--- src/rtl/evm_pkg.sv ---
// Shared types and constants for the EVM booth session controller.
// State encodings are fixed because state_code is exported to the datapath.
package evm_pkg;

  typedef enum logic [2:0] {
    ST_IDLE     = 3'd0,
    ST_AUTH     = 3'd1,
    ST_READY    = 3'd2,
    ST_LOOKUP   = 3'd3,
    ST_BALLOT   = 3'd4,
    ST_COOLDOWN = 3'd5,
    ST_CLOSED   = 3'd6,
    ST_RESULT   = 3'd7
  } state_e;

  localparam int VOTES_W    = 8;
  localparam int TIMEOUTS_W = 4;

  localparam int DEF_BALLOT_TIMEOUT  = 1000;
  localparam int DEF_COOLDOWN_CYCLES = 8;
  localparam int DEF_MAX_VOTES       = 255;
  localparam int DEF_TIMER_WIDTH     = 16;

  // ID lookup takes two cycles; the timer reaches this value on the second one.
  localparam int LOOKUP_LAST = 1;

  function automatic logic [VOTES_W-1:0] sat_inc_votes(input logic [VOTES_W-1:0] v);
    return (v == '1) ? v : v + VOTES_W'(1);
  endfunction

  function automatic logic [TIMEOUTS_W-1:0] sat_inc_timeouts(input logic [TIMEOUTS_W-1:0] v);
    return (v == '1) ? v : v + TIMEOUTS_W'(1);
  endfunction

endpackage

--- src/rtl/evm_session_timer.sv ---
// Loadable up-counter with terminal-count flag, shared by LOOKUP, BALLOT and COOLDOWN.
module evm_session_timer #(
  parameter int WIDTH = 16
) (
  input  logic             clk,
  input  logic             reset,
  input  logic             load,
  input  logic [WIDTH-1:0] load_value,
  input  logic             inc,
  input  logic [WIDTH-1:0] terminal,
  output logic [WIDTH-1:0] count,
  output logic             tc
);

  always_ff @(posedge clk) begin
    if (reset) begin
      count <= '0;
    end else if (load) begin
      count <= load_value;
    end else if (inc) begin
      count <= count + WIDTH'(1);
    end
  end

  assign tc = (count == terminal);

endmodule

--- src/rtl/evm_session_controller.sv ---
// Booth session sequencer: officer auth, voter admission, timed ballot, cooldown, results.
// Moore outputs decoded from the registered state; counters and voter_reject are registered.
//
//   state    | meaning
//   ---------+--------------------------------------------------
//   IDLE     | no session, waiting for start_session
//   AUTH     | one cycle: check officer ID
//   READY    | session open, waiting for a voter or close
//   LOOKUP   | two cycles: voter ID read, eligibility sampled on 2nd
//   BALLOT   | buttons armed until vote or timeout
//   COOLDOWN | ballot locked for COOLDOWN_CYCLES
//   CLOSED   | session closed, officer may request results or reopen
//   RESULT   | results displayed while result_request is held
module evm_session_controller
  import evm_pkg::*;
#(
  parameter int BALLOT_TIMEOUT  = DEF_BALLOT_TIMEOUT,
  parameter int COOLDOWN_CYCLES = DEF_COOLDOWN_CYCLES,
  parameter int MAX_VOTES       = DEF_MAX_VOTES,
  parameter int TIMER_WIDTH     = DEF_TIMER_WIDTH
) (
  input  logic                  clk,
  input  logic                  reset,
  input  logic                  start_session,
  input  logic                  officer_id_status,
  input  logic                  voter_present,
  input  logic                  voter_eligible,
  input  logic                  vote_cast,
  input  logic                  end_session,
  input  logic                  result_request,
  output logic                  mode,
  output logic                  control,
  output logic                  read_enable,
  output logic                  ballot_enable,
  output logic                  show_result,
  output logic                  voter_reject,
  output logic [2:0]            state_code,
  output logic [VOTES_W-1:0]    session_votes,
  output logic [TIMEOUTS_W-1:0] timeout_count
);

  state_e state, next_state;

  logic [TIMER_WIDTH-1:0] timer_count;
  logic [TIMER_WIDTH-1:0] timer_terminal;
  logic                   timer_tc;
  logic                   timer_load;
  logic                   timer_inc;

  always_comb begin
    next_state = state;
    case (state)
      ST_IDLE:     if (start_session) next_state = ST_AUTH;
      ST_AUTH:     next_state = officer_id_status ? ST_READY : ST_IDLE;
      ST_READY: begin
        if (end_session)                                 next_state = ST_CLOSED;
        else if (session_votes == VOTES_W'(MAX_VOTES))  next_state = ST_CLOSED;
        else if (voter_present)                          next_state = ST_LOOKUP;
      end
      ST_LOOKUP:   if (timer_tc) next_state = voter_eligible ? ST_BALLOT : ST_READY;
      ST_BALLOT:   if (vote_cast || timer_tc) next_state = ST_COOLDOWN;
      ST_COOLDOWN: if (timer_tc) next_state = ST_READY;
      ST_CLOSED: begin
        if (result_request)     next_state = ST_RESULT;
        else if (start_session) next_state = ST_AUTH;
      end
      ST_RESULT:   if (!result_request) next_state = ST_CLOSED;
      default:     next_state = ST_IDLE;
    endcase
  end

  // Every state change restarts the timer, so each timed state begins counting at zero.
  always_comb begin
    timer_terminal = '0;
    case (state)
      ST_LOOKUP:   timer_terminal = TIMER_WIDTH'(LOOKUP_LAST);
      ST_BALLOT:   timer_terminal = TIMER_WIDTH'(BALLOT_TIMEOUT - 1);
      ST_COOLDOWN: timer_terminal = TIMER_WIDTH'(COOLDOWN_CYCLES - 1);
      default:     timer_terminal = '0;
    endcase
  end

  assign timer_load = (next_state != state);
  assign timer_inc  = (state == ST_LOOKUP) || (state == ST_BALLOT) || (state == ST_COOLDOWN);

  evm_session_timer #(
    .WIDTH (TIMER_WIDTH)
  ) u_timer (
    .clk        (clk),
    .reset      (reset),
    .load       (timer_load),
    .load_value ('0),
    .inc        (timer_inc),
    .terminal   (timer_terminal),
    .count      (timer_count),
    .tc         (timer_tc)
  );

  always_ff @(posedge clk) begin
    if (reset) begin
      state         <= ST_IDLE;
      session_votes <= '0;
      timeout_count <= '0;
      voter_reject  <= 1'b0;
    end else begin
      state        <= next_state;
      voter_reject <= (state == ST_LOOKUP) && timer_tc && !voter_eligible;
      case (state)
        ST_AUTH: begin
          if (officer_id_status) begin
            session_votes <= '0;
            timeout_count <= '0;
          end
        end
        // A vote in the timeout cycle counts as a vote, not a timeout.
        ST_BALLOT: begin
          if (vote_cast)     session_votes <= sat_inc_votes(session_votes);
          else if (timer_tc) timeout_count <= sat_inc_timeouts(timeout_count);
        end
        default: ;
      endcase
    end
  end

  always_comb begin
    mode          = 1'b0;
    control       = 1'b0;
    read_enable   = 1'b0;
    ballot_enable = 1'b0;
    show_result   = 1'b0;
    case (state)
      ST_AUTH:     control = 1'b1;
      ST_READY:    mode = 1'b1;
      ST_LOOKUP: begin
        mode        = 1'b1;
        read_enable = 1'b1;
      end
      ST_BALLOT: begin
        mode          = 1'b1;
        ballot_enable = 1'b1;
      end
      ST_COOLDOWN: mode = 1'b1;
      ST_CLOSED:   control = 1'b1;
      ST_RESULT: begin
        control     = 1'b1;
        show_result = 1'b1;
      end
      default: ;
    endcase
  end

  assign state_code = state;

endmodule
--- config.mk ---
export PLATFORM = sky130hd
export DESIGN_NAME = evm_session_controller
export DESIGN_NICKNAME = d
export VERILOG_FILES = /design/src/rtl/evm_pkg.sv /design/src/rtl/evm_session_timer.sv /design/src/rtl/evm_session_controller.sv
export SDC_FILE = /design/constraint.sdc
export NUM_CORES = 1
export LEC_CHECK = 0
export ABC_AREA = 1
export BUFFER_PORTS_ARGS = -buffer_cell sky130_fd_sc_hd__buf_4
export CORE_MARGIN = 4
export CORE_UTILIZATION = 61
export CTS_CLUSTER_DIAMETER = 100
export DETAILED_ROUTE_END_ITERATION = 6
export PLACE_DENSITY_LB_ADDON = 0.12
export SETUP_SLACK_MARGIN = 0.3
export SYNTH_ARGS = -nofsm -noshare
export SYNTH_HDL_FRONTEND = slang
export SYNTH_SLANG_ARGS = --single-unit
--- constraint.sdc ---
create_clock -name clk -period 6.3 [get_ports clk]
set_input_delay 0.945 -clock clk [delete_from_list [all_inputs] [get_ports clk]]
set_output_delay 0.945 -clock clk [all_outputs]
set_load 0.02 [all_outputs]
* Yosys cells after proc, flatten, opt, wreduce, memory -nomap -nowiden
Index checks and enable logic that the tools add are counted.
** Operators by class
- Muxes and demuxes :: 27
- Equality and inequality tests :: 17
- Add/subtract/negate cells :: 3
- Reduce and logical (&&, ||, !) cells :: 13
** Operators with widths (number)
- two-way mux 3 bit :: 10
- one-hot mux 10 bit (3 select lines) :: 1
- two-way mux 8 bit :: 3
- one-hot mux 3 bit (8 select lines) :: 1
- adder 16 x 1 -> 16 bit, second input constant :: 1
- == test 16 x 10 -> 1 bit :: 1
- two-way mux 4 bit :: 4
- one-hot mux 8 bit (2 select lines) :: 1
- == test 3 bit, second input constant :: 4
- inequality test 2 bit, second input constant :: 6
- adder 8 x 1 -> 8 bit, second input constant :: 1
- == test 8 bit, second input constant :: 1
- one-hot mux 4 bit (2 select lines) :: 1
- == test 3 x 2 -> 1 bit, second input constant :: 2
- two-way mux 1 bit :: 5
- AND reduction 5 bit :: 1
- adder 4 x 1 -> 4 bit, second input constant :: 1
- == test 4 bit, second input constant :: 1
- AND reduction 4 bit :: 1
- OR reduction 4 bit :: 1
- == test 3 x 1 -> 1 bit, second input constant :: 1
- zero test 3 bit :: 1
- logical OR 1 bit :: 3
- inequality test 3 bit :: 1
- 6 further kinds :: 7
** Word-level totals
- Input port bits :: 9
- Output and inout bits :: 21
- Register bits after elaboration :: 32
- Logic and storage cells :: 65

* Depth between registers and ports, before layout
- Depth in word-level cells :: 8
- Depth in mapped cells :: 17
- Gate-level depth less buffers :: 16

* Modules after synthesis
Synthesis repeated with hierarchy kept, for this count alone.
** Second synthesis, totals
- Cells, all modules :: 364
- Area total of the unflattened synthesis :: 2356.0 um2
** By module, submodules not included
- evm_session_timer :: sequential area each 320.3 um2, area an instance 1206.2 um2, times used 1, cells each 182
- evm_session_controller :: sequential area each 320.3 um2, area an instance 1149.9 um2, times used 1, cells each 182

* Least setup slack after synthesis
OpenSTA, ideal clock, no wires.
- Path kind :: register to register
- From :: register state[1], in the netlist state_code[1]
- To :: register u_timer.count[12]
- Period minus slack after synthesis :: 2.284 ns
- Library setup time :: 0.073 ns
- Arrival time :: 2.211 ns
- Stages on the path, launching flop included :: 17
- Buffers on the path :: 1
- Slack :: 4.016 ns
- Data required time :: 6.227 ns
- Cell sequence :: dfxtp_1 > inv_1 > ha_1 > nor2_1 > nand2_1 > nand2_1 > nand2_1 > nor2_1 > nand2_2 > nand2_1 > nand3_1 > nand2_1 > nand2_1 > nand2_1 > nand3_2 > buf_6 > nor3_2
** On the way
- Cells in the longest elaborated chain, start to end :: 8
- Elaborated cells on any way between the ends :: 25
- Classes of those cells :: 9 x eq/ne; 11 x mux; 5 x reduce/logical
** RTL lines
- start: declaration :: RTL line evm_session_controller.sv:42 : state_e state, next_state;
- start signal: assignment :: RTL line evm_session_controller.sv:106 : state <= next_state;
- == test 3 bit or == test 3 x 2 -> 1 bit (tied branches) :: RTL line evm_session_controller.sv:52, evm_session_controller.sv:75, evm_session_controller.sv:84
- one-hot mux 10 bit (3 select lines) :: RTL line evm_session_controller.sv:75 : case (state)
- == test 16 x 10 -> 1 bit :: RTL line evm_session_timer.sv:25 : assign tc = (count == terminal);
- logical OR 1 bit :: RTL line evm_session_controller.sv:61 : ST_BALLOT: if (vote_cast || timer_tc) next_state = ST_COOLDOWN;
- two-way mux 3 bit :: RTL line evm_session_controller.sv:61
- one-hot mux 3 bit (8 select lines) :: RTL line evm_session_controller.sv:52 : case (state)
- inequality test 3 bit :: RTL line evm_session_controller.sv:83 : assign timer_load = (next_state != state);
- OR reduction 2 bit (no line)
- end signal: assignment :: RTL line evm_session_timer.sv:19 : count <= load_value;
- end signal: assignment :: RTL line evm_session_timer.sv:21 : count <= count + WIDTH'(1);
- end: declaration :: RTL line evm_session_timer.sv:11 : output logic [WIDTH-1:0] count,
Parallel ways exist; a longest one is shown, timed or not.
A chain may end at the register's enable or synchronous reset.

* Final worst setup path
- From :: register state[1], in the netlist state_code[1]
- To :: register u_timer.count[5]
Same word-level chain as after synthesis.

==> flow_metrics.py <==
metrics = {
    "clocking": {
        "hold_buffers": 0,
        "cts_tree": "built",
        "postCtsSetupRepairBufs": 0,
        "cts_root_buf": "clkbuf_4",
        "clkSinkCount": 32,
        "cts_resized": 0,
        "clk_pin_slew_ns": 0.10,
        "htree_levels": 2,
        "clock_path_buffers": 2,
        "clk_latency_ns": 0.33,
        "cts_made_buffers": 5,
    },
    "synth": {
        "synthesis.area_sq_mm": 0.00202,
        "synth-simple-area-share": 0.407,
        "postSynthCellCount": 284,
        "syn_nets": 299,
        "synth-seq-cells": 32,
        "synth-xor-area-share": 0.0606,
        "synth_seq_area_share": 0.317,
        "async_flop_share": 0,
        "ys_types": 33,
        "synth_edf_count": 0,
        "synth_top_area_cell": "dfxtp_1",
        "synth_top_cells_by_count": "nand2_1, inv_1, nor2_1",
        "synth_warnings": 0,
        "muxShareOfSynthArea": 0.00495,
        "avgSynthCellArea_sq_um": 7.12,
        "synth.area.top_cells": "dfxtp_1, nand2_1, inv_1",
        "synth_top_family_by_area": "simple AND/OR/NAND/NOR gates",
        "synthFlopType": "dfxtp_1",
        "netlist.area_leader.share": 0.317,
        "synth_fa_ha_area_frac": 0.0371,
        "yosysMostFrequentCell": "nand2_1",
        "synth_compound_area_frac": 0.0736,
    },
    "run": {
        "max_cap_violations": 0,
    },
    "outcome": {
        "outcome": "completed",
    },
    "critical_path": {
        "path_class": "reg2reg",
        "critPathMaxFanout": 16,
        "start_kind": "register",
        "required_ns": 6.55,
        "critPathCaptureType": "register",
        "cp.arrival_ns": 2.89,
        "cpMostUsedCell": "nand2_1",
        "path_cells": "inv_1 -> ha_1 -> nor2_1 -> nand2_1 -> nand2_1 -> nand2_1 -> nor2_1 -> nand2_2 -> nand2_1 -> nand3_1 -> nand2_1 -> nand2_1 -> nand2_1 -> nand3_2 -> nor3_1",
        "slowest_stage": "dfxtp_1",
        "slowest_delay_ns": 0.54,
    },
    "floorplan": {
        "start_util": 0.652,
        "design.die.area_sq_mm": 0.00430,
        "num_rows": 20,
        "io_pins": 30,
        "core_sq_mm": 0.00310,
        "die_y_microns": 65.6,
        "die_w_microns": 65.6,
    },
    "timing": {
        "fin_crit_sh": 0.419,
        "rsz0062_at_grt": "no",
        "slew_headroom": 0.678,
        "tightest_slew_ns": 0.482,
        "fin_setup_tns_ns": 0,
        "hold_viol": 0,
        "setup_viol": 0,
        "slew_viol_final": 0,
        "fin_hold_ws_ns": 0.504,
        "period_needed_ns": 2.64,
        "max_freq_mhz": 379,
        "skew_ns": 0.00884,
    },
    "drt": {
        "wirelength_microns": 4240,
        "viasPerCell": 5.29,
        "wl_per_cell_microns": 11.7,
        "vias": 1909,
        "drt_iter0_drc": 131,
        "remaining_drc_errors": 0,
        "final_antenna_net_count": 0,
        "first_pass_iters": 4,
    },
    "grt": {
        "grt_overflow": 0,
        "antenna_found_initial": 0,
        "grtUsageTotal": 0.222,
        "grt_max_degree": 17,
        "grt_pass1_wl_microns": 7470,
        "grt_pass1_vias": 1760,
    },
    "power_and_ir_drop": {
        "max-vdd-ir-drop_mv": 0.399,
        "pwr_density_cell_mw_per_mm2": 313,
        "p_total_uw": 730,
        "p_leak_nw": 1.04,
    },
    "placement": {
        "place.gp.congestion": 0.910,
        "dpl.hpwl_microns": 3250,
        "io_buffers": 29,
    },
    "hold_path": {
        "hp-class": "reg2reg",
    },
    "finish": {
        "nNetsFinal": 331,
        "area.growth.synth_to_final_pct": 15.3,
        "n_antenna_cell": 0,
        "drive_above_1_share": 0.215,
    },
}
-- state kept, by name (all words and copies together) (netlist names) --
name / cells
voter_reject: 1
u_timer.count: 16
state_code: 3
session_votes: 8
timeout_count: 4
-- through the flow --
step                instances  instance area, sq um   util  setup slack (ns)
detailed placement        353                  2260  0.727              3.70
CTS                       361                  2330  0.752              3.67
floorplan                 284                  2020      -              4.02
global route              361                  2330  0.752              3.32
global placement          353                  2260  0.727              3.81
finish                    361                  2330  0.752              3.66
-- logic make-up after synthesis --
logic type	count (synthesis)
and+or+nand+nor	159
buffers and inverters	47
DFF	32
AOI/OAI and AO/OA	25
xor gates and xnor gates	14
adders and majority gates	6
muxes	1
-- path summary, 6_finish.rpt --
check,from,end,slack [ns],depth (start not counted)
worst max-delay path,state_code[1],u_timer.count[5],3.66,15
worst min-delay path,session_votes[6],session_votes[6],0.50,1
worst max register to register,state_code[1],u_timer.count[5],3.66,15
worst min register to register,session_votes[6],session_votes[6],0.50,1
-- per-layer routing --
layer / routed length [microns] / track usage
met5: 0 / 0
met4: 53 / 0.0699
met3: 226 / 0.0598
met2: 1990 / 0.372
met1: 1960 / 0.275
-- cells in the final DEF (no fill, tap or decap), drive strengths merged --
cell,instances
a211oi,3
a21boi,1
a21o,1
a21oi,9
and3,1
buf,29
bufinv,1
clkbuf,6
clkinv,1
dfxtp,32
ha,6
inv,43
mux2i,1
nand2,58
nand3,26
nand4,8
nor2,36
nor3,27
nor4,3
o21ai,8
o22ai,2
o311a,1
xnor2,4
xor2,10
-- report_power, final --
part / total, mW / switching (mW) / internal, mW / leakage, nW
combinational: 0.339 / 0.240 / 0.0988 / 0.742
clock: 0.154 / 0.0711 / 0.0832 / 0.0422
sequential: 0.237 / 0.0224 / 0.215 / 0.258
total: 0.730 / 0.333 / 0.397 / 1.04
-- final cells by class --
type	count	area [sq um]
Clock inverter	2	35.0
Inverter	43	164
Multi-Input combinational cell	205	1180
Fill cell	287	771
Clock buffer	6	41.3
Timing Repair Buffer	29	218
Sequential cell	32	641
Tap cell	44	55.1
-- worst max-delay path, delay by kind of cell (launching register included) --
kind / cells / cell delay (ns)
flip-flops: 1 / 0.54
buffers and inverters: 1 / 0.15
adder cells (fa/ha/maj): 1 / 0.30
AND/OR/NAND/NOR: 13 / 1.55
Note: power is estimated with default switching activity, not from simulation.
